**config.mk**
```make
export PLATFORM = sky130hd
export DESIGN_NAME = drive_mode_ctrl
export DESIGN_NICKNAME = d
export VERILOG_FILES = /design/src/rtl/drive_mode_ctrl.sv
export SDC_FILE = /design/constraint.sdc
export NUM_CORES = 1
export LEC_CHECK = 0
export BUFFER_PORTS_ARGS = -buffer_cell sky130_fd_sc_hd__clkbuf_2
export CORE_MARGIN = 5
export CORE_UTILIZATION = 28
export CTS_CLUSTER_SIZE = 28
export DETAILED_ROUTE_END_ITERATION = 16
export GPL_TIMING_DRIVEN = 0
export MAX_ROUTING_LAYER = met4
export SLEW_MARGIN = 20
export SYNTH_ARGS = -nofsm -noshare
export SYNTH_HDL_FRONTEND = slang
export SYNTH_SLANG_ARGS = --single-unit
export TNS_END_PERCENT = 10
```
**constraint.sdc**
```tcl
create_clock -name clk -period 6 [get_ports clk]
set_input_delay 1.2 -clock clk [delete_from_list [all_inputs] [get_ports clk]]
set_output_delay 1.2 -clock clk [all_outputs]
set_load 0.01 [all_outputs]
```
**src/rtl/drive_mode_ctrl.sv**
```systemverilog
// Power and drive-mode sequencer: long-press power-on, mode ring with a neutral gap.
// Define DRIVE_MODE_AUTO_EN to extend the ring with AUTO (Mode=100).
module drive_mode_ctrl #(
  parameter int HOLD_CYCLES = 100_000_000,
  parameter int GAP_CYCLES  = 50_000_000
) (
  input  logic       clk,
  input  logic       rst_n,
  input  logic       power_btn,
  input  logic       mode_btn,
  input  logic       moving,
  output logic [2:0] Mode,
  output logic       powered,
  output logic       handover,
  output logic       mode_reject
);
  localparam int HW = $clog2(HOLD_CYCLES) + 1;
  localparam int GW = $clog2(GAP_CYCLES) + 1;
  localparam logic [HW-1:0] HOLD_LAST = HW'(HOLD_CYCLES - 1);
  localparam logic [GW-1:0] GAP_LAST  = GW'(GAP_CYCLES - 1);

  typedef enum logic [2:0] {
    ST_OFF      = 3'd0,
    ST_MANUAL   = 3'd1,
    ST_SEMI     = 3'd2,
    ST_AUTO     = 3'd3,
    ST_HANDOVER = 3'd4
  } state_t;

  function automatic logic [2:0] ring_next(input state_t s);
    case (s)
      ST_MANUAL: ring_next = 3'b010;
`ifdef DRIVE_MODE_AUTO_EN
      ST_SEMI:   ring_next = 3'b100;
`else
      ST_SEMI:   ring_next = 3'b001;
`endif
      ST_AUTO:   ring_next = 3'b001;
      default:   ring_next = 3'b001;
    endcase
  endfunction

  function automatic state_t code_to_state(input logic [2:0] code);
    case (code)
      3'b001:  code_to_state = ST_MANUAL;
      3'b010:  code_to_state = ST_SEMI;
`ifdef DRIVE_MODE_AUTO_EN
      3'b100:  code_to_state = ST_AUTO;
`endif
      default: code_to_state = ST_OFF;
    endcase
  endfunction

  function automatic logic [2:0] state_to_mode(input state_t s);
    case (s)
      ST_MANUAL: state_to_mode = 3'b001;
      ST_SEMI:   state_to_mode = 3'b010;
      ST_AUTO:   state_to_mode = 3'b100;
      default:   state_to_mode = 3'b000;
    endcase
  endfunction

  state_t        state_q, state_d;
  logic [HW-1:0] hold_q, hold_d;
  logic [GW-1:0] gap_q, gap_d;
  logic [2:0]    target_q, target_d;
  logic          armed_q, armed_d;
  logic          reject_d;
  logic          p_meta_q, p_s_q, p_dly_q;
  logic          m_meta_q, m_s_q, m_dly_q;
  logic          p_edge_s, m_edge_s, pwr_act_s;

  assign p_edge_s  = p_s_q & ~p_dly_q;
  assign m_edge_s  = m_s_q & ~m_dly_q;
  assign pwr_act_s = p_edge_s & armed_q;

  // Button synchronizers plus edge-detect delay stage
  always_ff @(posedge clk or negedge rst_n) begin
    if (!rst_n) begin
      p_meta_q <= 1'b0; p_s_q <= 1'b0; p_dly_q <= 1'b0;
      m_meta_q <= 1'b0; m_s_q <= 1'b0; m_dly_q <= 1'b0;
    end else begin
      p_meta_q <= power_btn; p_s_q <= p_meta_q; p_dly_q <= p_s_q;
      m_meta_q <= mode_btn;  m_s_q <= m_meta_q; m_dly_q <= m_s_q;
    end
  end

  // Next-state logic; outputs are derived from the next state so they register in step
  always_comb begin
    state_d  = state_q;
    hold_d   = hold_q;
    gap_d    = gap_q;
    target_d = target_q;
    armed_d  = armed_q | ~p_s_q;
    reject_d = 1'b0;
    case (state_q)
      ST_OFF: begin
        gap_d = '0;
        if (!p_s_q) begin
          hold_d = '0;
        end else if (armed_q && hold_q == HOLD_LAST) begin
          state_d = ST_MANUAL;
          hold_d  = '0;
          armed_d = 1'b0;
        end else if (armed_q && hold_q != '1) begin
          hold_d = hold_q + 1'b1;
        end else begin
          hold_d = hold_q;
        end
      end
      ST_MANUAL, ST_SEMI
`ifdef DRIVE_MODE_AUTO_EN
      , ST_AUTO
`endif
      : begin
        hold_d = '0;
        gap_d  = '0;
        if (pwr_act_s) begin
          state_d = ST_OFF;
          armed_d = 1'b0;
        end else if (m_edge_s && !moving) begin
          state_d  = ST_HANDOVER;
          target_d = ring_next(state_q);
        end else if (m_edge_s) begin
          reject_d = 1'b1;
        end else begin
          state_d = state_q;
        end
      end
      ST_HANDOVER: begin
        hold_d = '0;
        if (pwr_act_s) begin
          state_d = ST_OFF;
          armed_d = 1'b0;
          gap_d   = '0;
        end else if (gap_q == GAP_LAST) begin
          state_d = code_to_state(target_q);
          gap_d   = '0;
        end else if (gap_q != '1) begin
          gap_d = gap_q + 1'b1;
        end else begin
          gap_d = gap_q;
        end
      end
      default: begin
        state_d  = ST_OFF;
        hold_d   = '0;
        gap_d    = '0;
        target_d = 3'b001;
        armed_d  = 1'b0;
      end
    endcase
  end

  // State, counters and registered outputs
  always_ff @(posedge clk or negedge rst_n) begin
    if (!rst_n) begin
      state_q     <= ST_OFF;
      hold_q      <= '0;
      gap_q       <= '0;
      target_q    <= 3'b001;
      armed_q     <= 1'b0;
      Mode        <= 3'b000;
      powered     <= 1'b0;
      handover    <= 1'b0;
      mode_reject <= 1'b0;
    end else begin
      state_q     <= state_d;
      hold_q      <= hold_d;
      gap_q       <= gap_d;
      target_q    <= target_d;
      armed_q     <= armed_d;
      Mode        <= state_to_mode(state_d);
      powered     <= (state_d != ST_OFF);
      handover    <= (state_d == ST_HANDOVER);
      mode_reject <= reject_d;
    end
  end

endmodule

```
## Word-level counts from Yosys, hierarchy flattened

Index checks and enable logic that the tools add are counted.

| cells by class | value |
|---|---|
| $add $sub $neg | 2 |
| equality and inequality tests | 17 |
| multiplexer cells | 29 |
| bitwise logic cells | 8 |
| reduce and logical (&&, ||, !) cells | 10 |

Operators by type and width:

| cell | number |
|---|---|
| $mux 28 | 4 |
| $mux 27 | 4 |
| $add 28x1->28 const B | 1 |
| $eq 28x27->1 const B | 1 |
| $ne 28x28->1 const B | 1 |
| $add 27x1->27 const B | 1 |
| $eq 27x26->1 const B | 1 |
| $ne 27x27->1 const B | 1 |
| $mux 3 | 8 |
| $pmux 3 s3 | 2 |
| $eq 3x2->1 const B | 4 |
| $eq 3x1->1 const B | 3 |
| $ne 4x4->1 const B | 2 |
| $mux 1 | 7 |
| $eq 3x3->1 const B | 2 |
| $pmux 3 s2 | 1 |
| $ne 2x2->1 const B | 2 |
| $not 1->1 | 4 |
| $pmux 2 s2 | 1 |
| $reduce_or 2->1 | 2 |
| $and 1x1->1 | 3 |
| $logic_and 1x1->1 | 3 |
| $logic_not 3->1 | 1 |
| $reduce_and 3->1 | 1 |
| 6 further kinds | 6 |

| word-level totals | value |
|---|---|
| bits in registers | 74 |
| input port bits | 5 |
| output and inout port bits | 6 |
| logic and storage cells | 81 |

## Longest topological paths before layout

Gate-level depths: netlist (run 1).

| depth | value |
|---|---|
| depth in word-level cells | 8 |
| depth in mapped cells | 8 |
| mapped depth without buffers | 6 |

## Worst setup path after synthesis (run 1)

No wires, ideal clock.

| timing | value |
|---|---|
| path kind | input to register |
| start | in moving |
| end | reg powered |
| library setup time | 64 ps |
| arrival time | 2187 ps |
| data required time | 5936 ps |
| path slack | 3749 ps |
| cell stages on the path | 5 |
| path through | nor3b_1 nand2_1 or3_1 o211ai_1 or3b_1 |

| on the way | value |
|---|---|
| word-level cells in the longest chain between the ends | 6 |

Ends and longest elaborated chain:

| item | RTL line | text |
|---|---|---|
| start, declared | 11 | `input logic moving,` |
| $logic_not 1->1 | 121 | `end else if (m_edge_s && !moving) begin` |
| $logic_and 1x1->1 | 121 |  |
| $mux 3 | 121 |  |
| $mux 3 | 118 | `if (pwr_act_s) begin` |
| $pmux 3 s3 | 96 | `case (state_q)` |
| named net state_d[2] | 63 | `state_t state_q, state_d;` |
| $reduce_bool 3->1 | 174 | `powered <= (state_d != ST_OFF);` |
| end signal, assigned | 174 |  |
| end, declared | 13 | `output logic powered,` |

The timed path passes the listed nets, and every way through them passes these cells.
A chain may end at the register's enable or synchronous reset.

## Final worst setup path (run 1)

| timing | value |
|---|---|
| start | reg hold_q[0] |
| end | reg hold_q[3] |

| on the way | value |
|---|---|
| word-level cells in the longest chain between the ends | 5 |
| elaborated cells between the ends (all ways) | 10 |

Ends and longest elaborated chain:

| item | RTL line | text |
|---|---|---|
| start, declared | 64 | `logic [HW-1:0] hold_q, hold_d;` |
| start signal, assigned | 169 | `hold_q <= hold_d;` |
| $add 28x1->28 or $eq 28x27->1 (tied branches) | 106, 101 |  |
| $mux 28 or $logic_and 1x1->1 (tied branches) | 105, 101 |  |
| $mux 28 | 101 | `end else if (armed_q && hold_q == HOLD_LAST) begin` |
| $mux 28 | 99 | `if (!p_s_q) begin` |
| $mux 28 | 96 |  |

Several ways; a longest one is shown, not always the timed one. The select of a mux whose other input is x is not followed.

==> reports/qor.yml, run 1 <==
logic_synthesis:
  yosysTopAreaCell: "dfrtp_1"
  synthesis.area_um2: 3850
  yosysUniqueCellTypes: 59
  syn_avg_cell_area_um2: 9.65
  synth_nets: 406
  yosys.area.top_type_share_pct: 46.8
  ys_seq_area_share_pct: 47.5
  ys_seq_elements: 73
  synth-edff-count: 0
  ys.flop_type: "dfrtp_1"
  yosysWarnings: 0
  synth_area_leaders: "dfrtp_1, nor2_1, a21oi_1, or3_1, xor2_1"
  async_reset_ff_share_pct: 100
  netlist_instances: 399
timing:
  rsz0062_at_grt: "no"
  tightest_slew_ns: 0.722
  layout_min_cycle_time_ns: 2.38
  fmax_mhz: 421
  slew_headroom_pct: 51.6
  final-setup-viol-count: 0
  finalHoldViolCount: 0
  slew_viol_final: 0
  fin_tns_setup_ns: 0
  fin_skew_ns: 0.00678
  fin_crit_sh_pct: 39.6
clock_network:
  ctsHtreeMaxLevel: 3
  numCtsBuffers: 9
  cts_sinks: 73
  cts_tree: "yes"
  clock_path_buffers: 2
  cts_setup_buffers: 0
  cts-root-buf: "clkbuf_16"
  clk_latency_ns: 0.34
  clk_pin_slew_ns: 0.06
  cts_hold_buf: 0
  postCtsResizedCells: 0
routing:
  ant_nets: 0
  via_count: 3160
  first_iter_violations: 280
  wire_per_inst_um: 14.5
  via_per_inst: 5.25
  drt-total-wl_um: 8740
  drt_pass1_iterations: 5
  drc: 0
critical_path:
  end_kind: "flip-flop"
  crit_required_ns: 6.22
  path_cells: "ha_1 > and2_1 > nand2_1 > and4b_1 > a41o_1 > buf_2 > buf_2 > nor2_1"
  worst-r2r-cell-count: 8
  timing.rr.end: "hold_q[3]"
  cp_top_family: "simple AND/OR/NAND/NOR gates"
  path_buf_inv: 2
  path_max_fanout: 10
  critical_path_class: "flip-flop to flip-flop"
  crit_arrival_ns: 2.59
  startpoint_type: "flip-flop"
  crit_path_frequent_cell: "buf_2"
  cp_slowest_cell: "dfrtp_1"
  reg2reg_from: "hold_q[0]"
  r2r_slack_ns: 3.62
  max_stage_delay_ns: 0.42
pwr:
  ir_drop_mv: 0.124
  power_uw: 1220
  leakagePower_uw: 0.00173
  p_per_area_nw_per_um2: 270
place:
  placed_cell_area_um2: 4140
  portBuffers: 10
  dp_cells: 586
  hpwlAfterDp_um: 6140
  gp_congestion: 0.852
grt:
  track_usage_pct: 11.6
  grt_max_degree: 44
  antenna_found_initial: 0
  grt_pass1_vias: 3155
  overflow: 0
  grt_pass1_wl_um: 14900
min_path:
  hp-class: "flip-flop to flip-flop"
  whs_path_depth: 0
  hp-start: "m_meta_q"
  hold-path-endpoint: "m_s_q"
cells_and_area:
  drive_above_1_share_pct: 13.1
  finalNonFillerCells: 602
  area_growth_pct: 17.8
  postLayoutCellArea_um2: 4530
  nNetsFinal: 428
  fillers: 1374
  n_antenna_cell: 0
floorplan:
  fp.dieW_um: 127
  core_um2: 13300
  start_util_pct: 28.8
  rows: 42
  die_area_um2: 16200
  fp.dieH_um: 127
  io_pins: 11
job:
  maxCapViolations: 0
run_status:
  outcome: "complete, no violations"
==> worst max-delay path by stage <==
stage / start / to / slack, ns / depth (start not counted)
3_5_place_dp: moving / powered / 3.46 / 6
5_1_grt: hold_q[0] / hold_q[1] / 3.43 / 8
6_report: hold_q[0] / hold_q[3] / 3.62 / 8
4_1_cts: hold_q[0] / hold_q[1] / 3.62 / 8
3_3_place_gp: rst_n / hold_q[0] / 3.07 / 1
2_1_floorplan: moving / powered / 3.75 / 5
==> synthesized netlist by cell type (all sizes together), types with 5 or more instances <==
cell type  instances
clkbuf             5
a31oi              5
xnor2             11
o31ai             11
dfrtp             72
or3               21
a21oi             32
nand4             15
o21ai             24
buf               13
nor2              38
and3               8
nor3              12
xor2              14
nand2             27
or4               11
nand3             24
nor4              10
==> power by group <==
| group | switching, uW | internal (uW) | total, uW |
|---|---|---|---|
| Sequential | 3.60 | 497 | 500 |
| Combinational | 18.0 | 6.78 | 24.8 |
| Clock | 209 | 491 | 699 |
| Total | 230 | 994 | 1220 |
==> layout make-up <==
cell class                      instances  area (um2)  share of cell area [%]
Multi-Input combinational cell        304        1890                    41.6
Sequential cell                        73        1830                    40.3
Clock buffer                            9         225                    4.97
Tap cell                              176         220                    4.86
Clock inverter                          7         166                    3.67
Buffer                                 18         119                    2.62
Timing Repair Buffer                   11        72.6                    1.60
Inverter                                4        15.0                   0.331
==> routing by layer <==
layer | wire, um | vias up | track usage [%]
li1 | - | 1542 | -
met1 | 4100 | 1561 | 14.2
met2 | 4290 | 49 | 18.3
met3 | 281 | 8 | 3.59
met4 | 71 | 0 | 3.60
met5 | 0 | - | -
==> cell families after synthesis <==
group	after synthesis	synth area share [%]
multiplexers	2	0.520
other	1	0.0974
buffers and inverters	22	3.48
AND/OR/NAND/NOR	185	26.9
AO/OA/AOI/OAI	89	15.1
flip-flops	73	47.5
XOR/XNOR	25	5.69
adder cells (fa/ha/maj)	2	0.650
==> per-stage QoR <==
step	hold WS, ns	worst slack (ns)	util [%]
6_report	0.350	3.62	34.0
5_1_grt	0.363	3.43	34.0
4_1_cts	0.353	3.62	34.0
3_5_place_dp	0.341	3.46	31.0
3_3_place_gp	0.335	3.07	30.9
2_1_floorplan	0.331	3.75	-
==> cell usage in the layout (no fill, tap or decap), drive strengths merged, types with 2 or more instances in the layout <==
master,netlist,final
nor3,12,12
o31ai,11,11
ha,2,2
mux2i,2,2
or4,11,11
dfrtp,72,72
and4,4,4
buf,13,14
xnor2,11,11
bufinv,0,5
o211ai,3,3
xor2,14,14
o2111ai,3,3
nor4,10,10
a21oi,32,32
or3,21,21
and2,3,3
o311ai,3,3
a31oi,5,5
nand2,27,27
nand4b,2,2
nand2b,2,2
a2111oi,2,2
o21ai,24,24
inv,4,4
nor2,38,38
nand3,24,24
and3,8,8
nand4,15,15
clkbuf,5,24
==> registers in the layout (all words and copies together) (netlist names), 2 cells and up <==
name,cells
gap_q,27
target_q,2
hold_q,28
Mode,3
state_q,3
No activity file was read; power rests on OpenSTA's default activity.
==> inputs of run 2 (changes only) <==
--- a/config.mk
+++ b/config.mk
@@ -5,6 +5,7 @@
 export SDC_FILE = /design/constraint.sdc
 export NUM_CORES = 1
 export LEC_CHECK = 0
+export ABC_AREA = 1
 export BUFFER_PORTS_ARGS = -buffer_cell sky130_fd_sc_hd__clkbuf_2
 export CORE_MARGIN = 5
 export CORE_UTILIZATION = 28
==> constraint.sdc (replaced) <==
create_clock -name clk -period 2.1 [get_ports clk]
set_input_delay 0.42 -clock clk [delete_from_list [all_inputs] [get_ports clk]]
set_output_delay 0.42 -clock clk [all_outputs]
set_load 0.01 [all_outputs]
==> reports/qor.yml, run 2 <==
logic_synthesis:
  ys_seq_area_share_pct: 39.2
  yosysTopAreaCell: "dfrtp_1"
  yosysWarnings: 0
  synthesis.area_um2: 4660
  ys_seq_elements: 73
  synth_common_cells: "nand2_1, nor2_1, inv_1"
  synth-edff-count: 0
  async_reset_ff_share_pct: 100
  synth_area_leaders: "dfrtp_1, nand2_1, nor2_1, nand3_1, inv_1"
  syn_avg_cell_area_um2: 6.71
  netlist_instances: 695
  ys.flop_type: "dfrtp_1"
  yosysUniqueCellTypes: 41
  synth_nets: 702
  synth.most_common_cell: "nand2_1"
  yosys.area.top_type_share_pct: 38.6
timing:
  finalHoldViolCount: 0
  layout_min_cycle_time_ns: 1.96
  fmax_mhz: 510
  fin_crit_sh_pct: 93.3
  fin_skew_ns: 0.00828
  whs_ns: 0.0489
  final-setup-viol-count: 0
  slew_viol_final: 0
  rsz0062_at_grt: "no"
floorplan:
  io_pins: 11
  fp.dieW_um: 139
  fp.dieH_um: 139
  die_area_um2: 19300
  start_util_pct: 28.3
  rows: 47
  core_um2: 16500
grt:
  track_usage_pct: 13.2
  antenna_found_initial: 0
  overflow: 0
  grt_pass1_wl_um: 20700
  grt_max_degree: 45
  grt_pass1_vias: 4186
routing:
  via_count: 4337
  drt-total-wl_um: 12100
  drc: 0
  wire_per_inst_um: 12.9
  ant_nets: 0
  via_per_inst: 4.60
  first_iter_violations: 294
  drt_pass1_iterations: 5
critical_path:
  cp_slowest_cell: "dfrtp_1"
  crit_arrival_ns: 2.18
  path_max_fanout: 10
  end_kind: "flip-flop"
  startpoint_type: "flip-flop"
  cp_top_family: "simple AND/OR/NAND/NOR gates"
  max_stage_delay_ns: 0.43
  critical_path_class: "flip-flop to flip-flop"
  path_buf_inv: 4
  path_cells: "ha_4 > nand2_1 > inv_2 > nand2_2 > clkinv_2 > nand2_4 > clkinv_2 > nand2_4 > nor2_4 > nand3_4 > buf_6 > a21oi_1 > nor2_1"
  crit_required_ns: 2.32
pwr:
  leakagePower_uw: 0.00235
  p_per_area_nw_per_um2: 570
  ir_drop_mv: 0.408
cells_and_area:
  mostFrequentLayoutCell: "nand2_1"
  reg_top3: "hold_q x28, gap_q x27"
  area_growth_pct: 14.9
  mostFrequentLayoutCells: "nand2_1, nor2_1, inv_1"
  n_antenna_cell: 0
  largest_register_ff_count: 28
  fin_util_pct: 32.6
  drive_above_1_share_pct: 10.8
  nNetsFinal: 725
  top_register: "hold_q"
place:
  hpwlAfterDp_um: 9180
  gp_congestion: 0.909
  portBuffers: 10
clock_network:
  cts_sinks: 73
  clk_pin_slew_ns: 0.06
  cts_hold_buf: 0
  ctsHtreeMaxLevel: 3
  cts-root-buf: "clkbuf_16"
  clock_path_buffers: 2
  numCtsBuffers: 9
  clk_latency_ns: 0.34
  cts_tree: "yes"
run_status:
  outcome: "complete, no violations"
min_path:
  hp-class: "input port to asynchronous set/reset pin"
job:
  maxCapViolations: 0
[run 2: metrics by stage]
step / setup WS [ns] / TNS [ns] / area [um2] / cells / total power [uW]
6_report: 0.141 / 0 / 5360 / 943 / 3060
5_1_grt: 0.00693 / 0 / 5360 / 943 / 3170
4_1_cts: 0.0341 / 0 / 5320 / 943 / 3090
3_5_place_dp: -0.0573 / -0.387 / 5020 / 926 / 1540
3_3_place_gp: -0.148 / -10.65 / 4990 / 925 / 1540
2_1_floorplan: 0.400 / 0 / 4660 / 695 / 1490
[run 2: logic make-up after synthesis]
family          synth area share (%)
simple gates                    43.5
buf+inv                         8.80
flops                           39.2
compound gates                  6.38
xor+xnor                        1.50
fa+ha+maj                      0.536
other cells                   0.0804
[run 2: worst reg2reg max path: stages (launching register included)]
cell and delay (ns):
dfrtp_1 0.43, ha_4 0.20, nand2_1 0.08, inv_2 0.06
nand2_2 0.08, clkinv_2 0.11, nand2_4 0.07, clkinv_2 0.10
nand2_4 0.07, nor2_4 0.14, nand3_4 0.14, buf_6 0.18
a21oi_1 0.13, nor2_1 0.06
[run 2: repair_timing]
action,CTS,global route
gates resized for setup,2,8
pin swaps,1,1
setup endpoints to repair,16,38
hold endpoints to repair,0,0
setup buffers,1,0
[run 2: final cells by class]
type / instances / area, um2
plain buffers: 9 / 70.1
clock buffers: 11 / 233
clock inverters: 5 / 57.6
fillers: 1856 / 11100
inverters: 90 / 345
multi-input cells: 523 / 2460
flip-flops and latches: 73 / 1830
well taps: 220 / 275
repair buffers: 12 / 87.6
[run 2: metal layers]
metal | track usage (%) | vias to the layer above | part of all wire [%]
li1 | - | 2245 | -
met1 | 17.1 | 1997 | 47
met4 | 3.19 | 0 | 1.4
met5 | - | - | 0
met3 | 2.48 | 17 | 3.7
met2 | 21.5 | 78 | 48
[run 2: worst paths after layout]
path	startpoint	to	slack [ns]	cells after the start
worst max-delay path	gap_q[1]	gap_q[20]	0.14	13
worst min-delay path	rst_n	gap_q[5]	0.05	1
worst max register to register	gap_q[1]	gap_q[20]	0.14	13
worst min register to register	p_meta_q	p_s_q	0.36	0
max in group asynchronous	rst_n	target_q[0]	1.43	2
min in group clk	power_btn	p_meta_q	0.19	1
[run 2: power breakdown]
group	total, uW	internal [uW]	switching, uW
clock network	1540	919	619
registers	1430	1420	9.11
logic	86.9	24.7	62.3
==> inputs of run 3 (changes only) <==
--- a/config.mk
+++ b/config.mk
@@ -5,7 +5,6 @@
 export SDC_FILE = /design/constraint.sdc
 export NUM_CORES = 1
 export LEC_CHECK = 0
-export ABC_AREA = 1
 export BUFFER_PORTS_ARGS = -buffer_cell sky130_fd_sc_hd__clkbuf_2
 export CORE_MARGIN = 5
 export CORE_UTILIZATION = 28
==> reports/qor.yml, run 3 (same netlist as run 1, synthesis figures left out) <==
timing:
  worst_slack_ns: 0.0239
  fin_crit_sh_pct: 98.9
  slew_viol_final: 0
  layout_min_cycle_time_ns: 2.08
  final-setup-viol-count: 0
  fmax_mhz: 482
  finalHoldViolCount: 0
  fin_skew_ns: 0.00539
  rsz0062_at_grt: "yes"
pwr:
  p_per_area_nw_per_um2: 737
  leakagePower_uw: 0.00186
  ir_drop_mv: 0.351
routing:
  drc: 0
  first_iter_violations: 288
  ant_nets: 0
  wire_per_inst_um: 14.8
  drt_pass1_iterations: 7
  via_count: 3273
  drt-total-wl_um: 9170
  via_per_inst: 5.29
cells_and_area:
  mostFrequentLayoutCell: "dfrtp_1"
  largest_register_ff_count: 28
  mostFrequentLayoutCells: "dfrtp_1, nor2_1, nand2_1, a21oi_1, nand3_1"
  area_growth_pct: 24.0
  top_register: "hold_q"
  fillers: 1340
  nNetsFinal: 445
  drive_above_1_share_pct: 21.2
  reg_top3: "hold_q x28, gap_q x27"
  n_antenna_cell: 0
  postLayoutCellArea_um2: 4770
floorplan:
  fp.dieW_um: 127
  die_area_um2: 16200
  core_um2: 13300
  fp.dieH_um: 127
  io_pins: 11
  start_util_pct: 28.8
  rows: 42
clock_network:
  cts_sinks: 73
  cts-root-buf: "clkbuf_16"
  cts_tree: "yes"
  clk_pin_slew_ns: 0.06
  ctsHtreeMaxLevel: 3
  numCtsBuffers: 9
  clk_latency_ns: 0.34
  clock_path_buffers: 2
place:
  placed_cell_area_um2: 4140
  hpwlAfterDp_um: 6140
  portBuffers: 10
  gp_congestion: 0.852
  dp_slack_ns: -0.267
critical_path:
  worst-r2r-cell-count: 5
  critical_path_class: "flip-flop to flip-flop"
  path_max_fanout: 4
  crit_required_ns: 2.32
  end_kind: "flip-flop"
  startpoint_type: "flip-flop"
  crit_arrival_ns: 2.29
run_status:
  outcome: "complete, no violations"
grt:
  antenna_found_initial: 0
  overflow: 0
  grt_pass1_wl_um: 15200
  track_usage_pct: 11.7
  grt_pass1_vias: 3197
  grt_max_degree: 44
min_path:
  hp-class: "input port to asynchronous set/reset pin"
job:
  maxCapViolations: 0
-- run 3: changes by cell type in the layout (fill, tap and decap cells not counted), sizes merged, moves of 11 or more --
cell / before / now
or3: 0 / 21
nor2: 144 / 38
buf: 9 / 32
nand2: 202 / 27
inv: 87 / 4
nand3: 73 / 24
o31ai: 0 / 11
or4: 0 / 11
-- run 3: critical path: stages (launching register included) --
cell and delay (ns):
dfrtp_1 0.41, or4bb_4 0.57, nor4_4 0.31, a21o_1 0.20
o211ai_1 0.12, or3b_1 0.36
-- run 3: timing repair --
| action | 4_1_cts | 5_1_grt |
|---|---|---|
| gates resized for setup | 16 | 19 |
| pin swaps | 2 | 5 |
| endpoints found under the setup margin | 55 | 43 |
| hold buffers | 0 | 0 |
| buffers inserted | 4 | 14 |
-- run 3: cell type report --
class	count	area, um2	area share (%)
clock inverters	7	166	3.49
clock buffers	9	225	4.72
multi-input cells	304	1950	40.9
plain buffers	17	149	3.12
repair buffers	29	208	4.35
well taps	176	220	4.61
flip-flops and latches	73	1840	38.5
inverters	4	15.0	0.315
-- run 3: through the flow --
stage                     util (%)  total power (uW)  setup TNS (ns)  std cells  hold slack [ns]
after floorplan                  -              1480               0        399            0.124
after global placement        30.9              1520           -9.91        585            0.335
after detailed placement      31.0              1530           -7.59        586            0.341
after CTS                     34.6              3550         -0.0522        605           0.0618
after global routing          35.8              3640          -0.157        619           0.0834
final                         35.8              3520               0        619           0.0540
-- run 3: layer usage --
metal	routed length (um)	vias up	track usage [%]
met5	0	-	-
met3	334	11	3.63
li1	-	1572	-
met2	4480	60	18.6
met4	75	0	3.72
met1	4280	1630	14.4
-- run 3: worst paths after layout --
| path | slack, ns | to | start |
|---|---|---|---|
| worst max-delay path | 0.02 | powered | gap_q[12] |
| worst min-delay path | 0.05 | gap_q[3] | rst_n |
| worst max register to register | 0.02 | powered | gap_q[12] |
| worst min register to register | 0.35 | m_s_q | m_meta_q |
| max in group asynchronous | 1.40 | target_q[0] | rst_n |
| min in group clk | 0.19 | p_meta_q | power_btn |
-- run 3: where the power goes --
group          switching [uW]  total, uW  internal, uW
logic                    53.6       79.8          26.2
registers                10.5       1430          1420
clock network             606       2010          1400
